**config.mk**
```make
export PLATFORM = sky130hd
export DESIGN_NAME = sisc_fetch_unit_flat
export DESIGN_NICKNAME = d
export VERILOG_FILES = /design/src/rtl/sisc_fetch_unit_if.sv /design/src/rtl/sisc_fetch_unit.sv /design/src/flat_wrapper.sv
export SDC_FILE = /design/constraint.sdc
export NUM_CORES = 1
export LEC_CHECK = 0
export CORE_UTILIZATION = 42
export CTS_CLUSTER_DIAMETER = 30
export DETAILED_ROUTE_END_ITERATION = 10
export PLACE_DENSITY = 0.76
export SYNTH_ARGS = -nofsm -noshare
export SYNTH_HDL_FRONTEND = slang
export SYNTH_SLANG_ARGS = --single-unit
```
**constraint.sdc**
```tcl
create_clock -name clk -period 3.3 [get_ports clk]
set_clock_uncertainty 0.2 [all_clocks]
set_input_delay 0.825 -clock clk [delete_from_list [all_inputs] [get_ports clk]]
set_output_delay 0.825 -clock clk [all_outputs]
set_load 0.02 [all_outputs]
```
**src/rtl/sisc_fetch_unit_if.sv**
```systemverilog
// Instruction memory bus between the SISC fetch unit and imem.
// master: fetch side (req/addr out); slave: memory side (ack/rdata out).
interface sisc_fetch_unit_if #(
  parameter int PC_W    = 16,
  parameter int INSTR_W = 32
);
  logic               imem_req;
  logic [PC_W-1:0]    imem_addr;
  logic               imem_ack;
  logic [INSTR_W-1:0] imem_rdata;

  modport master (
    output imem_req,
    output imem_addr,
    input  imem_ack,
    input  imem_rdata
  );

  modport slave (
    input  imem_req,
    input  imem_addr,
    output imem_ack,
    output imem_rdata
  );
endinterface

```
**src/rtl/sisc_fetch_unit.sv**
```systemverilog
// SISC fetch unit: PC, imem request handshake, IR and field decode.
// Ports: clk, rst, controller strobes in; imem bus; IR fields, pc_out,
// ir_valid, fetch_busy and sticky fetch_err out.
module sisc_fetch_unit #(
  parameter int                PC_W     = 16,
  parameter int                INSTR_W  = 32,
  parameter logic [PC_W-1:0]   RESET_PC = '0,
  parameter int                MAX_WAIT = 15
) (
  input  logic              clk,
  input  logic              rst,
  input  logic              pc_rst,
  input  logic              pc_write,
  input  logic              pc_sel,
  input  logic              br_sel,
  input  logic              ir_load,
  sisc_fetch_unit_if.master imem,
  output logic [3:0]        opcode,
  output logic [3:0]        mm,
  output logic [3:0]        rd_idx,
  output logic [3:0]        ra_idx,
  output logic [3:0]        rb_idx,
  output logic [15:0]       imm,
  output logic [PC_W-1:0]   pc_out,
  output logic              ir_valid,
  output logic              fetch_busy,
  output logic              fetch_err
);

  typedef enum logic {
    IDLE,
    WAIT
  } state_t;

  // Timeout fires on the edge where the counter would reach MAX_WAIT.
  localparam logic [7:0] LAST = 8'(MAX_WAIT - 1);

  state_t             state_q, state_n;
  logic               req_q, req_n;
  logic [PC_W-1:0]    addr_q, addr_n;
  logic [7:0]         cnt_q, cnt_n;
  logic [INSTR_W-1:0] ir_q, ir_n;
  logic               vld_q, vld_n;
  logic               err_q, err_n;
  logic [PC_W-1:0]    pc_q, pc_n;
  logic [PC_W-1:0]    next_pc;
  logic [PC_W-1:0]    imm_z, imm_s;

  assign opcode = ir_q[31:28];
  assign mm     = ir_q[27:24];
  assign rd_idx = ir_q[23:20];
  assign ra_idx = ir_q[19:16];
  assign rb_idx = ir_q[15:12];
  assign imm    = ir_q[15:0];

  assign imm_z = PC_W'(imm);
  assign imm_s = PC_W'($signed(imm));

  always_comb begin
    next_pc = pc_q + PC_W'(1);
    unique case ({pc_sel, br_sel})
      2'b11:   next_pc = imm_z;
      2'b10:   next_pc = pc_q + imm_s;
      default: next_pc = pc_q + PC_W'(1);
    endcase
  end

  always_comb begin
    pc_n = pc_q;
    if (pc_rst)
      pc_n = RESET_PC;
    else if (pc_write)
      pc_n = next_pc;
  end

  always_comb begin
    state_n = state_q;
    req_n   = req_q;
    addr_n  = addr_q;
    cnt_n   = cnt_q;
    ir_n    = ir_q;
    vld_n   = 1'b0;
    err_n   = err_q;
    unique case (state_q)
      IDLE: begin
        // Fetch address is the PC before any same-cycle pc_write.
        if (ir_load) begin
          addr_n  = pc_q;
          req_n   = 1'b1;
          cnt_n   = '0;
          state_n = WAIT;
        end
      end
      WAIT: begin
        if (ir_load)
          err_n = 1'b1;
        // Abort wins over a coincident ack; that ack is dropped.
        if (pc_rst) begin
          req_n   = 1'b0;
          state_n = IDLE;
        end else if (imem.imem_ack) begin
          ir_n    = imem.imem_rdata;
          req_n   = 1'b0;
          vld_n   = 1'b1;
          state_n = IDLE;
        end else if (cnt_q == LAST) begin
          ir_n    = '0;
          err_n   = 1'b1;
          req_n   = 1'b0;
          vld_n   = 1'b1;
          cnt_n   = cnt_q + 8'd1;
          state_n = IDLE;
        end else begin
          cnt_n = cnt_q + 8'd1;
        end
      end
      default: state_n = IDLE;
    endcase
  end

  always_ff @(posedge clk) begin
    if (rst) begin
      state_q <= IDLE;
      req_q   <= 1'b0;
      addr_q  <= '0;
      cnt_q   <= '0;
      ir_q    <= '0;
      vld_q   <= 1'b0;
      err_q   <= 1'b0;
      pc_q    <= RESET_PC;
    end else begin
      state_q <= state_n;
      req_q   <= req_n;
      addr_q  <= addr_n;
      cnt_q   <= cnt_n;
      ir_q    <= ir_n;
      vld_q   <= vld_n;
      err_q   <= err_n;
      pc_q    <= pc_n;
    end
  end

  assign imem.imem_req  = req_q;
  assign imem.imem_addr = addr_q;
  assign pc_out         = pc_q;
  assign ir_valid       = vld_q;
  assign fetch_busy     = (state_q == WAIT);
  assign fetch_err      = err_q;

endmodule

```
**src/flat_wrapper.sv**
```systemverilog
// flat-port wrapper written by rule: the top's interface ports become plain ports
module sisc_fetch_unit_flat 
#(
  parameter int                PC_W     = 16,
  parameter int                INSTR_W  = 32,
  parameter logic [PC_W-1:0]   RESET_PC = '0,
  parameter int                MAX_WAIT = 15
)
  (clk, rst, pc_rst, pc_write, pc_sel, br_sel, ir_load, opcode, mm, rd_idx, ra_idx, rb_idx, imm, pc_out, ir_valid, fetch_busy, fetch_err, imem_imem_req, imem_imem_addr, imem_imem_ack, imem_imem_rdata);
  sisc_fetch_unit_if #(.PC_W(PC_W), .INSTR_W(INSTR_W)) imem_i ();
  input  logic clk;
  input  logic rst;
  input  logic pc_rst;
  input  logic pc_write;
  input  logic pc_sel;
  input  logic br_sel;
  input  logic ir_load;
  output logic [3:0] opcode;
  output logic [3:0] mm;
  output logic [3:0] rd_idx;
  output logic [3:0] ra_idx;
  output logic [3:0] rb_idx;
  output logic [15:0] imm;
  output logic [PC_W-1:0] pc_out;
  output logic ir_valid;
  output logic fetch_busy;
  output logic fetch_err;
  output wire logic [$bits(imem_i.imem_req)-1:0] imem_imem_req;
  output wire logic [$bits(imem_i.imem_addr)-1:0] imem_imem_addr;
  input wire logic [$bits(imem_i.imem_ack)-1:0] imem_imem_ack;
  input wire logic [$bits(imem_i.imem_rdata)-1:0] imem_imem_rdata;
  assign imem_imem_req = imem_i.imem_req;
  assign imem_imem_addr = imem_i.imem_addr;
  assign imem_i.imem_ack = imem_imem_ack;
  assign imem_i.imem_rdata = imem_imem_rdata;
  sisc_fetch_unit #(.PC_W(PC_W), .INSTR_W(INSTR_W), .RESET_PC(RESET_PC), .MAX_WAIT(MAX_WAIT)) u_core (.clk(clk), .rst(rst), .pc_rst(pc_rst), .pc_write(pc_write), .pc_sel(pc_sel), .br_sel(br_sel), .ir_load(ir_load), .imem(imem_i), .opcode(opcode), .mm(mm), .rd_idx(rd_idx), .ra_idx(ra_idx), .rb_idx(rb_idx), .imm(imm), .pc_out(pc_out), .ir_valid(ir_valid), .fetch_busy(fetch_busy), .fetch_err(fetch_err));
endmodule
```
Word level (Yosys, flattened, before mapping) --
Cells that the tools add are included.
Word-level totals: bits in writable memories 0, latch bits 0, register bits 76, logic and storage cells 50, memories 0, output and inout bits 72, memory bits (read-only) 0, input port bits 40
Operators by class: magnitude comparators 0, add/sub/neg operators 3, bitwise logic cells 2, shifts and indexed selects 0, divide/modulo/power cells 0, mux-type cells 23, equality and inequality tests 7, multiply operators 0, reductions and logical operators 7
Operators by type and width (count):
- $mux W32 | 2
- $pmux W16 S2 | 1
- $mux W8 | 3
- $add A16 B1 Y16 const B | 1
- $add A16 B16 Y16 | 1
- $pmux W8 S2 | 1
- $mux W1 | 14
- $add A8 B1 Y8 const B | 1
- $eq A8 B4 Y1 const B | 1
- $ne A2 B2 Y1 const B | 3
- $reduce_and A3 Y1 | 2
- $eq A2 B2 Y1 const B | 2
- $ne A4 B4 Y1 const B | 1
- $pmux W1 S2 | 2
- $reduce_and A2 Y1 | 2
- $reduce_or A3 Y1 | 1
- $not A1 Y1 | 2
- $reduce_bool A2 Y1 | 1
- $reduce_or A2 Y1 | 1

Longest topological paths before layout --
depth in word-level cells 5, depth in mapped cells 10, mapped depth without buffers 10

Least setup slack after synthesis --
No wires, ideal clock.
path type input -> register, start point in pc_sel, end point reg u_core.pc_q[13] (netlist: u_core.pc_out[13]), cell stages on the path 10, arrival 3.149 ns, required time 3.009 ns, setup time 0.091 ns, path buffers 1, path slack -0.140 ns, cell sequence nor2b_1 clkbuf_1 and2_1 ha_1 a21o_1 a31o_1 a221o_1 o211ai_2 mux2_1 a311oi_1
Between the ends: cells in the longest elaborated chain, start to end 2, elaborated cells on any way between the ends 3, those cells by class eq/ne: 2; mux: 1
RTL lines:
- from (decl) | line flat_wrapper.sv:15 | input logic pc_sel;
- $eq A2 B2 Y1 | line sisc_fetch_unit.sv:61 | unique case ({pc_sel, br_sel})
- $pmux W16 S2 * | line sisc_fetch_unit.sv:61
- to (signal assigned) | line sisc_fetch_unit.sv:139 | pc_q <= pc_n;
- to (decl) | line sisc_fetch_unit.sv:45 | logic [PC_W-1:0] pc_q, pc_n;
Mark *: on every way between the ends. The rest lies on a longest branch, timed or not. A chain may end at the register's enable or synchronous reset.

Worst setup path in the final report --
start point in br_sel, end point reg u_core.pc_q[13] (netlist: u_core.pc_out[13])
Between the ends: cells in the longest elaborated chain, start to end 2, elaborated cells on any way between the ends 3, those cells by class eq/ne: 2; mux: 1
RTL lines:
- from (decl) | line flat_wrapper.sv:16 | input logic br_sel;
- $eq A2 B2 Y1 | line sisc_fetch_unit.sv:61
- $pmux W16 S2 * | line sisc_fetch_unit.sv:61
Marks and branches as above.

==> summary.md <==
| Metric | Value |
|---|---|
| Status | `completed` |
| Fmax | `315 MHz` |
| CTS Sinks | `76` |
| DP Area | `0.00511 mm2` |
| Post-synth ARST share | `0%` |
| Max-cap violation count | `0` |
| DIE AREA | `0.00909 mm2` |
| Ys flop type | `dfxtp_1` |
| CTS Buf Count | `9` |
| Post-DRT Antenna Nets | `0` |
| Diode count | `0` |
| Ports | `112` |
| Final Setup Violations | `0` |
| Synth cell types | `60` |
| GP Congestion | `0.925` |
| Fin. Hold Viols | `0` |
| Worst hold-check path type | `reg -> reg` |
| Comb power frac | `13.1%` |
| TritonRoute pass-1 iters | `4` |
| Clk root buf | `clkbuf_8` |
| Pwr dens | `362 mW/mm2` |
| Final Util | `64.6%` |
| Final layout net count | `607` |
| Crit Path Class | `in -> reg` |
| Setup TNS | `0 ps` |
| Largest net degree at the start of global routing | `28` |
| Initial antenna violation count | `0` |
| Clk buf depth | `2` |
| FP Rows | `33` |
| Final WL | `10800 um` |
| Die Y | `95.3 um` |
| Initial drt markers | `133` |
| Number of synthesized flops with an enable pin | `0` |
| Core area | `0.00834 mm2` |
| Global route overflow | `0` |
| Unrepaired setup endpoints after global routing | `false` |
| Tot GR Track Use | `24.7%` |
| CP startpoint kind | `primary input` |
| Maximum vdd drop | `179 uV` |
| Seq/Total Area, Yosys | `41.6%` |
| H-tree levels | `3` |
| Worst Path Required | `3380 ps` |
| Initial core utilization | `43.9%` |
| Critical Path AT | `3250 ps` |
| Part of the power in registers | `49.1%` |
| Synthesized area per cell | `8.97 um2` |
| Syn-to-layout area delta | `47.3%` |
| Clk network pwr share | `37.8%` |
| First-pass GRT wire length | `17100 um` |
| Number of port buffers | `111` |
| CP endpoint kind | `flip-flop` |
| Tcrit/Tclk final | `96.1%` |
| DIE WIDTH | `95.3 um` |
| Leakage | `2.16 nW` |
| Flops & latches, synth | `76` |
| Number of vias in the routed layout | `3592` |
| Vias in the first global route | `3429` |
| Crit path max fanout | `6` |
| Yosys warning count | `0` |
| Net Sw Power | `533 uW` |
| Sw Ratio | `27.3%` |
| Int Pwr | `1.42 mW` |
| Max-slew headroom | `68.8%` |
| Period minus WS final | `3170 ps` |
| Synth Cell Area | `0.00366 mm2` |
| Worst-Margin Slew | `467 ps` |
| Share of post-route cells with drive strength above 1 | `14.6%` |
| DR vias/cell | `5.45` |
| Final routed DRC violation total | `0` |
| Synthesized net count | `466` |
| Final Max Slew Viols | `0` |
| Routed length per instance | `16.4 um` |
| DP HPWL | `7960 um` |
| Cell area after layout | `0.00539 mm2` |
| CTS clock-pin slew for the worst setup and hold paths | `80 ps` |
| Latest clock arrival within the worst-skew pair | `360 ps` |
| Post-Synthesis Cells | `408` |
| CTS tree | `done` |
[what timing repair did]
action / 4_1_cts / 5_1_grt
setup endpoints to repair: 8 / 1
hold buffers: 0 / 0
pin swaps: 11 / 1
cloned: 0 / 0
setup buffers: 5 / 0
gates resized for setup: 13 / 0
[cell families (layout without fill, tap and decap cells)]
| kind of cell | after synthesis | after routing | share of synthesized area, % |
|---|---|---|---|
| compound gates | 118 | 118 | 23.6 |
| flops | 76 | 76 | 41.6 |
| buf+inv | 32 | 178 | 4.34 |
| fa+ha+maj | 18 | 18 | 6.36 |
| mux | 4 | 4 | 1.16 |
| simple gates | 145 | 145 | 19.4 |
| xor+xnor | 15 | 15 | 3.59 |
[critical path, cell delays in order]
cell           delay, ps
dlygate4sd2_1        270
nor2b_4              240
and2_4               200
ha_4                 190
a21o_1               190
a31o_1               230
a221o_1              360
o211ai_2             200
mux2_4               330
a311oi_2             220
[Yosys cell counts (3+ instances only)]
cell type | count | area [um2]
nand4_1 | 3 | 18.8
o211ai_1 | 5 | 37.5
a311oi_1 | 4 | 35.0
nand2_1 | 57 | 214
o21ai_0 | 11 | 55.1
a22o_1 | 32 | 280
and3_1 | 5 | 31.3
xor2_1 | 10 | 87.6
xnor2_1 | 5 | 43.8
o21a_1 | 3 | 22.5
nand2b_1 | 6 | 37.5
ha_1 | 17 | 213
nor2b_1 | 6 | 37.5
nor3_1 | 3 | 15.0
dfxtp_1 | 76 | 1520
inv_1 | 3 | 11.3
buf_6 | 3 | 33.8
nand3_1 | 7 | 35.0
nor2_1 | 27 | 101
clkbuf_1 | 18 | 67.6
buf_4 | 4 | 30.0
a21o_1 | 7 | 52.6
a31oi_1 | 11 | 68.8
and2_1 | 17 | 106
a21oi_1 | 24 | 120
[path summary, 6_finish.rpt]
kind                                  from                        to  slack [ps]  cells after the start
hold / removal    u_core.imem.imem_addr[0]  u_core.imem.imem_addr[0]         260                      2
setup / recovery                    br_sel         u_core.pc_out[13]         130                     10
hold reg to reg   u_core.imem.imem_addr[0]  u_core.imem.imem_addr[0]         260                      2
setup reg to reg            u_core.ir_q[0]          u_core.pc_out[8]         710                      9
[sequential cells by signal (all words and copies together), names as in the netlist]
name                   flops
u_core.cnt_q               8
u_core.fetch_busy          1
u_core.fetch_err           1
u_core.imem.imem_addr     16
u_core.imem.imem_req       1
u_core.ir_q               32
u_core.ir_valid            1
u_core.pc_out             16
[power groups by stage]
stage | combinational [mW] | sequential, mW | clock (mW)
final | 0.256 | 0.958 | 0.738
after global routing | 0.275 | 0.961 | 0.792
after CTS | 0.256 | 0.958 | 0.745
after detailed placement | 0.251 | 0.979 | 0
after global placement | 0.247 | 0.978 | 0
after floorplan | 0.0986 | 0.994 | 0
[area by class of cell]
| type | instances | area [um2] |
|---|---|---|
| fill | 709 | 2950 |
| multi-input combinational | 300 | 2050 |
| clock buffer | 9 | 124 |
| sequential | 76 | 1520 |
| clock inverter | 7 | 73.8 |
| tap | 105 | 131 |
| timing repair buffer | 158 | 1480 |
| inverter | 4 | 15.0 |
[per-stage QoR]
stage          instances  hold WS (ps)  worst slack [ps]  total power [mW]
2_1_floorplan        408           289              6.88              1.09
3_3_place_gp         639           242              -699              1.22
3_5_place_dp         639           248              -807              1.23
4_1_cts              659           259               125              1.96
5_1_grt              659           276              6.25              2.03
6_report             659           258               129              1.95
[cell usage in the layout, fill, tap and decap left out, drive strengths merged, types with 2 or more instances in the layout]
master	netlist	final
nor2b	6	6
nor3b	2	2
a311oi	4	4
and2	17	17
xor2	10	10
and4	2	2
mux2	2	2
nand4	3	3
dfxtp	76	76
nand2b	6	6
and3	5	5
buf	10	47
or2	3	3
a21oi	24	24
clkdlybuf4s50	0	109
nand2	57	57
o21ai	13	13
nor3	4	4
clkbuf	18	9
a31oi	12	12
dlygate4sd2	0	2
a211oi	2	2
o21a	3	3
inv	4	6
ha	17	17
xnor2	5	5
a221oi	3	3
o211ai	6	6
a21o	7	7
nand3b	2	2
clkinv	0	3
nor2	27	27
mux2i	2	2
o22ai	2	2
nand3	7	7
a22o	32	32
[routing by layer]
metal | share of wire, % | vias to the layer above | track usage (%) | routed length, um
met5 | 0 | - | 0 | 0
met4 | 2.1 | 0 | 10.6 | 222
met3 | 5.7 | 19 | 4.15 | 612
met2 | 49 | 106 | 40.8 | 5300
met1 | 43 | 1712 | 31.7 | 4690
li1 | - | 1755 | - | -
Note: power is estimated with default switching activity, not from simulation.
